## config.mk

```make
export PLATFORM = sky130hd
export DESIGN_NAME = pc_fetch
export DESIGN_NICKNAME = d
export VERILOG_FILES = /design/src/rtl/pc_fetch_pkg.sv /design/src/rtl/pc_fetch_if_id.sv /design/src/rtl/pc_fetch.sv
export SDC_FILE = /design/constraint.sdc
export NUM_CORES = 1
export LEC_CHECK = 0
export CORE_ASPECT_RATIO = 1.25
export CORE_MARGIN = 5
export CORE_UTILIZATION = 45
export DETAILED_ROUTE_END_ITERATION = 16
export GPL_TIMING_DRIVEN = 0
export PLACE_DENSITY = 0.81
export SLEW_MARGIN = 25
export SYNTH_ARGS = -nofsm -noshare
export SYNTH_HDL_FRONTEND = slang
export SYNTH_HIERARCHICAL = 1
export SYNTH_SLANG_ARGS = --single-unit
```

## constraint.sdc

```tcl
create_clock -name clk -period 4.6 [get_ports clk]
set_input_delay 0.69 -clock clk [delete_from_list [all_inputs] [get_ports clk]]
set_output_delay 0.69 -clock clk [all_outputs]
set_load 0.02 [all_outputs]
```

## src/rtl/pc_fetch_pkg.sv

```systemverilog
// Shared constants, FSM state type and helpers for the instruction-fetch front end.
// Latency: n/a (declarations only).
// Backpressure: n/a (declarations only).
package pc_fetch_pkg;

   // Reset and rom chip-enable levels.
   localparam logic RST_ENABLE   = 1'b1;
   localparam logic CHIP_ENABLE  = 1'b1;
   localparam logic CHIP_DISABLE = 1'b0;

   localparam logic [31:0] ZERO_WORD = 32'h0000_0000;

   // Default PC / rom address width and instruction width.
   localparam int INST_ADDR_W = 32;
   localparam int INST_DATA_W = 32;

   // Fetch FSM states:
   //   IF_IDLE : single settling cycle after reset, rom disabled
   //   IF_RUN  : fetching from pc every cycle
   //   IF_ERR  : pc is misaligned, rom disabled until a flush redirects
   typedef enum logic [1:0] {
      IF_IDLE = 2'b00,
      IF_RUN  = 2'b01,
      IF_ERR  = 2'b10
   } if_state_t;

   // A fetch address is only legal on a 4-byte boundary.
   function automatic logic word_misaligned(input logic [1:0] byte_off);
      return byte_off != 2'b00;
   endfunction

endpackage

```

## src/rtl/pc_fetch_if_id.sv

```systemverilog
// IF/ID pipeline slot: captures {pc, inst} from fetch and counts valid captures.
// Latency: one cycle; whatever is presented at edge n is visible after edge n.
// Backpressure: stall holds the whole slot and the counter; flush clears the slot and wins over stall.
//
// Ports:
//   clk, rst          clock and synchronous active-high reset
//   stall, flush      hold / clear the slot this edge
//   cap_vld           fetch side has something real to capture this cycle
//   cap_adel          the capture is an address-error marker (instruction forced to 0)
//   cap_pc, cap_inst  captured pc and instruction
//   slot_pc/inst/vld/adel  registered IF/ID contents
//   fetch_cnt         number of valid captures, wraps at 2^32
module pc_fetch_if_id
   import pc_fetch_pkg::*;
#(
   parameter int AddrW = INST_ADDR_W,
   parameter int DataW = INST_DATA_W
) (
   input  logic             clk,
   input  logic             rst,
   input  logic             stall,
   input  logic             flush,
   input  logic             cap_vld,
   input  logic             cap_adel,
   input  logic [AddrW-1:0] cap_pc,
   input  logic [DataW-1:0] cap_inst,
   output logic [AddrW-1:0] slot_pc,
   output logic [DataW-1:0] slot_inst,
   output logic             slot_vld,
   output logic             slot_adel,
   output logic [31:0]      fetch_cnt
);

   always_ff @(posedge clk) begin
      if (rst == RST_ENABLE) begin
         slot_pc   <= '0;
         slot_inst <= '0;
         slot_vld  <= 1'b0;
         slot_adel <= 1'b0;
         fetch_cnt <= ZERO_WORD;
      end else if (flush) begin
         // Flush kills whatever is in flight; the counter is untouched.
         slot_pc   <= '0;
         slot_inst <= '0;
         slot_vld  <= 1'b0;
         slot_adel <= 1'b0;
      end else if (stall) begin
         // Decode re-presents the same instruction; hold everything.
         slot_pc   <= slot_pc;
         slot_inst <= slot_inst;
         slot_vld  <= slot_vld;
         slot_adel <= slot_adel;
      end else if (cap_vld) begin
         // An address-error capture carries its pc for EPC/BadVAddr but no
         // instruction bits, since the rom was never enabled for it.
         slot_pc   <= cap_pc;
         slot_inst <= cap_adel ? '0 : cap_inst;
         slot_vld  <= 1'b1;
         slot_adel <= cap_adel;
         fetch_cnt <= fetch_cnt + 32'd1;
      end else begin
         slot_pc   <= '0;
         slot_inst <= '0;
         slot_vld  <= 1'b0;
         slot_adel <= 1'b0;
      end
   end

endmodule

```

## src/rtl/pc_fetch.sv

```systemverilog
// Instruction-fetch front end: owns the PC, drives the rom and fills the IF/ID slot.
// Latency: pc presented at edge n appears in IF/ID after edge n+1; a flush target is fetched the cycle after the flush edge.
// Backpressure: stall_i freezes pc and IF/ID (branches ignored meanwhile); flush_i overrides stall and everything else.
//
// Ports:
//   clk, rst                       clock, synchronous active-high reset
//   stall_i                        hold pc and IF/ID
//   flush_i, flush_pc_i            exception/eret redirect (highest priority)
//   branch_flag_i, branch_target_i taken branch resolved in ID
//   rom_ce_o, rom_addr_o           rom enable and byte address (= pc)
//   rom_inst_i                     combinational rom read data
//   id_pc_o/id_inst_o/id_valid_o/id_adel_o   IF/ID slot
//   fetch_cnt_o                    count of valid IF/ID captures
module pc_fetch
   import pc_fetch_pkg::*;
#(
   parameter int               AddrW   = INST_ADDR_W,
   parameter int               DataW   = INST_DATA_W,
   parameter logic [AddrW-1:0] ResetPC = '0
) (
   input  logic             clk,
   input  logic             rst,
   input  logic             stall_i,
   input  logic             flush_i,
   input  logic [AddrW-1:0] flush_pc_i,
   input  logic             branch_flag_i,
   input  logic [AddrW-1:0] branch_target_i,
   output logic             rom_ce_o,
   output logic [AddrW-1:0] rom_addr_o,
   input  logic [DataW-1:0] rom_inst_i,
   output logic [AddrW-1:0] id_pc_o,
   output logic [DataW-1:0] id_inst_o,
   output logic             id_valid_o,
   output logic             id_adel_o,
   output logic [31:0]      fetch_cnt_o
);

   if_state_t        state, state_nxt;
   logic [AddrW-1:0] pc, pc_nxt;
   // Set for exactly the first (non-stalled) cycle spent in IF_ERR after the
   // misaligned pc was loaded, so the AdEL marker reaches IF/ID only once.
   logic             err_fresh, err_fresh_nxt;
   logic             cap_vld;
   logic             cap_adel;

   always_ff @(posedge clk) begin
      if (rst == RST_ENABLE) begin
         state     <= IF_IDLE;
         pc        <= ResetPC;
         err_fresh <= 1'b0;
      end else begin
         state     <= state_nxt;
         pc        <= pc_nxt;
         err_fresh <= err_fresh_nxt;
      end
   end

   always_comb begin
      pc_nxt        = pc;
      state_nxt     = state;
      err_fresh_nxt = err_fresh;

      // Sequential pc selection; branches are only acted on in RUN when not
      // stalled, because ID keeps re-presenting a stalled branch.
      if (state == IF_RUN && !stall_i) begin
         if (branch_flag_i) begin
            pc_nxt = branch_target_i;
         end else begin
            pc_nxt = pc + AddrW'(4);
         end
      end

      if (flush_i) begin
         pc_nxt = flush_pc_i;
      end

      // ERR is sticky until a flush; every other path checks the alignment
      // of whatever pc it is about to load.
      if (state == IF_ERR && !flush_i) begin
         state_nxt = IF_ERR;
      end else if (word_misaligned(pc_nxt[1:0])) begin
         state_nxt = IF_ERR;
      end else begin
         state_nxt = IF_RUN;
      end

      // A new misaligned pc (from RUN/IDLE, or a flush landing on another
      // misaligned target) re-arms the AdEL marker. A stall while the marker
      // is pending keeps it pending because IF/ID did not take it.
      if (state_nxt == IF_ERR && (state != IF_ERR || flush_i)) begin
         err_fresh_nxt = 1'b1;
      end else if (state != IF_ERR || !stall_i) begin
         err_fresh_nxt = 1'b0;
      end
   end

   assign rom_addr_o = pc;
   assign rom_ce_o   = (state == IF_RUN) ? CHIP_ENABLE : CHIP_DISABLE;

   // RUN captures the rom word; the first ERR cycle captures the AdEL marker;
   // IDLE and later ERR cycles insert bubbles.
   assign cap_vld  = (state == IF_RUN) || (state == IF_ERR && err_fresh);
   assign cap_adel = (state == IF_ERR);

   pc_fetch_if_id #(
      .AddrW (AddrW),
      .DataW (DataW)
   ) u_if_id (
      .clk       (clk),
      .rst       (rst),
      .stall     (stall_i),
      .flush     (flush_i),
      .cap_vld   (cap_vld),
      .cap_adel  (cap_adel),
      .cap_pc    (pc),
      .cap_inst  (rom_inst_i),
      .slot_pc   (id_pc_o),
      .slot_inst (id_inst_o),
      .slot_vld  (id_valid_o),
      .slot_adel (id_adel_o),
      .fetch_cnt (fetch_cnt_o)
   );

endmodule

```

==> impl_metrics.ini <==
[run_status]
status = complete, no violations

[logic_synthesis]
synthTopCellsByArea = dfxtp_1 (42%), a22oi_1 (7.6%), nor2_1 (6.2%)
yosys.area.top_type_share = 0.417
avgSynthCellArea_sq_um = 8.43
ys_types = 70
synthFlopType = dfxtp_1
yosysMostFrequentCell = dfxtp_1
synth_common_cells = dfxtp_1 (133), nor2_1 (106), a22oi_1 (65)
syn-cell-area_sq_um = 6390
ys_ff_latch = 133
yosysSeqAreaShare = 0.417
yosysWarnings = 6
netlist_instances = 758
async_flop_share = 0
yosys.area.top_type = dfxtp_1
synth-edff-count = 0
syn_nets = 861

[drt]
firstDrtPassIters = 5
drt_iter0_markers = 728
vias = 7129
wl_um = 24300
antenna_left = 0
post-route-drc-count = 0
wire_per_inst_um = 20.3
viasPerCell = 5.96

[sta]
setup_viol = 0
final_hold_viol_count = 0
rsz0062_at_grt = no
relSlewSlack = 0.509
fin_crit_sh = 0.579
worstMarginPinSlew_ps = 736
layout_min_cycle_time_ps = 2660
fmax_mhz = 375
finalClockSkew_ps = 7.84
tns_ps = 0
layout_setup_ws_ps = 1940
maxSlewViolCount = 0

[clock_network]
path_clk_slew_ps = 50
cts_setup_buffers = 0
cts.sink_count = 133
cts_buffers = 17
cts_root_buf = clkbuf_16
clk_latency_ps = 420
cts_tree = done
htree_num_levels = 4
cts_resized = 0
clk_path_buf_depth = 2
ctsHoldBuffers = 0

[placement]
pre_cts_slack_ps = 1580
hpwl_um = 17900
io_buffers = 231
gp_congestion = 0.933

[power_and_ir_drop]
p_seq_frac = 0.412
irDropWorstVdd_mv = 0.211
p_clk_frac = 0.465
combPwrFrac = 0.123
p_leak_nw = 3.25
sw_frac_of_total = 0.254
p_int_mw = 2.21
p_sw_uw = 750
power_density_nw_per_um2 = 310

[die]
num_rows = 48
start_util = 0.460
die_area_sq_um = 16700
die_h_um = 143
die_w_um = 117
core_area_sq_um = 13900
io_pins = 232

[global_route]
grt_first_pass_wirelength_um = 36900
grt_max_degree = 17
antenna_found_initial = 0
overflow = 0
first_global_vias = 6978
grt_usage = 0.286

[final_layout]
fillCellCount = 1156
layout.nets = 1111
area_growth_pct = 49.1
layout-drive-gt1-share = 0.0676

[worst_hold_path]
hp-class = reg2reg

[worst_setup_path]
crit_family = buffers and inverters
startpoint_type = input pin
cp_slowest_stage_delay_ps = 660
path_buf_inv = 4
path_max_fanout = 10
worstPathRequired_ps = 4950
arrival_ps = 3010
crit_path_top_delay_cell = clkdlybuf4s50_1
path_cells = clkdlybuf4s50_1 -> inv_2 -> clkbuf_1 -> buf_1 -> o221ai_1 -> a21oi_1
crit_type = in2reg
cp-end-kind = flip-flop

[job]
maxCapViolations = 0
## logic make-up after synthesis
kind of cell,after synthesis,synth area share
and+or+nand+nor,306,0.261
AOI/OAI and AO/OA,220,0.232
DFF,133,0.417
buffers and inverters,68,0.0441
xor gates and xnor gates,22,0.0302
muxes,7,0.0119
adders and majority gates,2,0.00392
## flip-flops by register name (all words and copies together) (netlist names)
name,cells
u_if_id/slot_inst,32
u_if_id/slot_pc,32
state,2
u_if_id/slot_adel,1
u_if_id/slot_vld,1
rom_addr_o,32
u_if_id/fetch_cnt,32
err_fresh,1
## worst reg2reg max path: stages (launching register included)
cell and delay, ps:
dfxtp_1 350, nand2b_1 180, inv_1 150, a21o_1 190
nor2b_1 140, clkbuf_1 310, nor2b_1 190, clkbuf_1 230
clkbuf_1 420, a22oi_1 160, nor2_1 130
## power groups by stage
| stage | sequential [mW] | combinational, mW | clock, mW |
|---|---|---|---|
| 3_5_place_dp | 1.24 | 0.356 | 0 |
| 2_1_floorplan | 1.26 | 0.141 | 0 |
| 4_1_cts | 1.22 | 0.359 | 1.40 |
| 6_report | 1.22 | 0.362 | 1.38 |
| 3_3_place_gp | 1.24 | 0.353 | 0 |
| 5_1_grt | 1.22 | 0.387 | 1.44 |
## area by class of cell
| cell class | count | area (sq um) | area share |
|---|---|---|---|
| flip-flops and latches | 133 | 2660 | 0.280 |
| multi-input cells | 557 | 3440 | 0.362 |
| repair buffers | 231 | 2310 | 0.243 |
| clock buffers | 21 | 480 | 0.0504 |
| clock inverters | 11 | 123 | 0.0129 |
| well taps | 175 | 219 | 0.0230 |
| plain buffers | 59 | 248 | 0.0260 |
| diodes | 1 | 2.50 | 0.000263 |
| inverters | 9 | 33.8 | 0.00355 |
## routing by layer
layer | wire (um) | GRT usage
met1 | 9170 | 0.334
met2 | 11600 | 0.465
met3 | 2360 | 0.0941
met4 | 1090 | 0.147
met5 | 0 | 0
## layout by cell type (no fill, tap or decap), types with 9 or more instances in the layout
cell / synthesis / routed
a211oi_1: 9 / 9
a21oi_1: 53 / 53
a22oi_1: 65 / 65
and3_1: 15 / 15
and4_1: 13 / 13
buf_2: 12 / 12
clkbuf_1: 39 / 39
clkbuf_16: 0 / 17
clkdlybuf4s50_1: 0 / 231
dfxtp_1: 133 / 133
nand2_1: 45 / 45
nand3_1: 22 / 22
nand4_1: 23 / 23
nor2_1: 106 / 106
nor3_1: 16 / 16
o21ai_0: 30 / 30
o31ai_1: 17 / 17
or3_1: 9 / 9
or4_1: 14 / 14
xnor2_1: 10 / 10
xor2_1: 12 / 12
## metrics by stage
| stage | utilization | instances | hold WS [ps] | instance area [sq um] | power (mW) |
|---|---|---|---|---|---|
| finish | 0.687 | 1197 | 477 | 9530 | 2.96 |
| global route | 0.686 | 1196 | 495 | 9520 | 3.05 |
| CTS | 0.686 | 1196 | 480 | 9520 | 2.97 |
| detailed placement | 0.643 | 1164 | 471 | 8920 | 1.60 |
| global placement | 0.643 | 1164 | 464 | 8920 | 1.59 |
| floorplan | - | 758 | 448 | 6390 | 1.40 |
## final timing paths
path	from	end	slack, ps	cells after the start
worst max-delay path	flush_i	rom_addr_o[15]	1940	6
worst min-delay path	u_if_id/fetch_cnt[31]	u_if_id/fetch_cnt[31]	480	2
worst max register to register	state[0]	u_if_id/slot_inst[14]	2080	10
worst min register to register	u_if_id/fetch_cnt[31]	u_if_id/fetch_cnt[31]	480	2
Note: power is estimated with default switching activity, not from simulation.
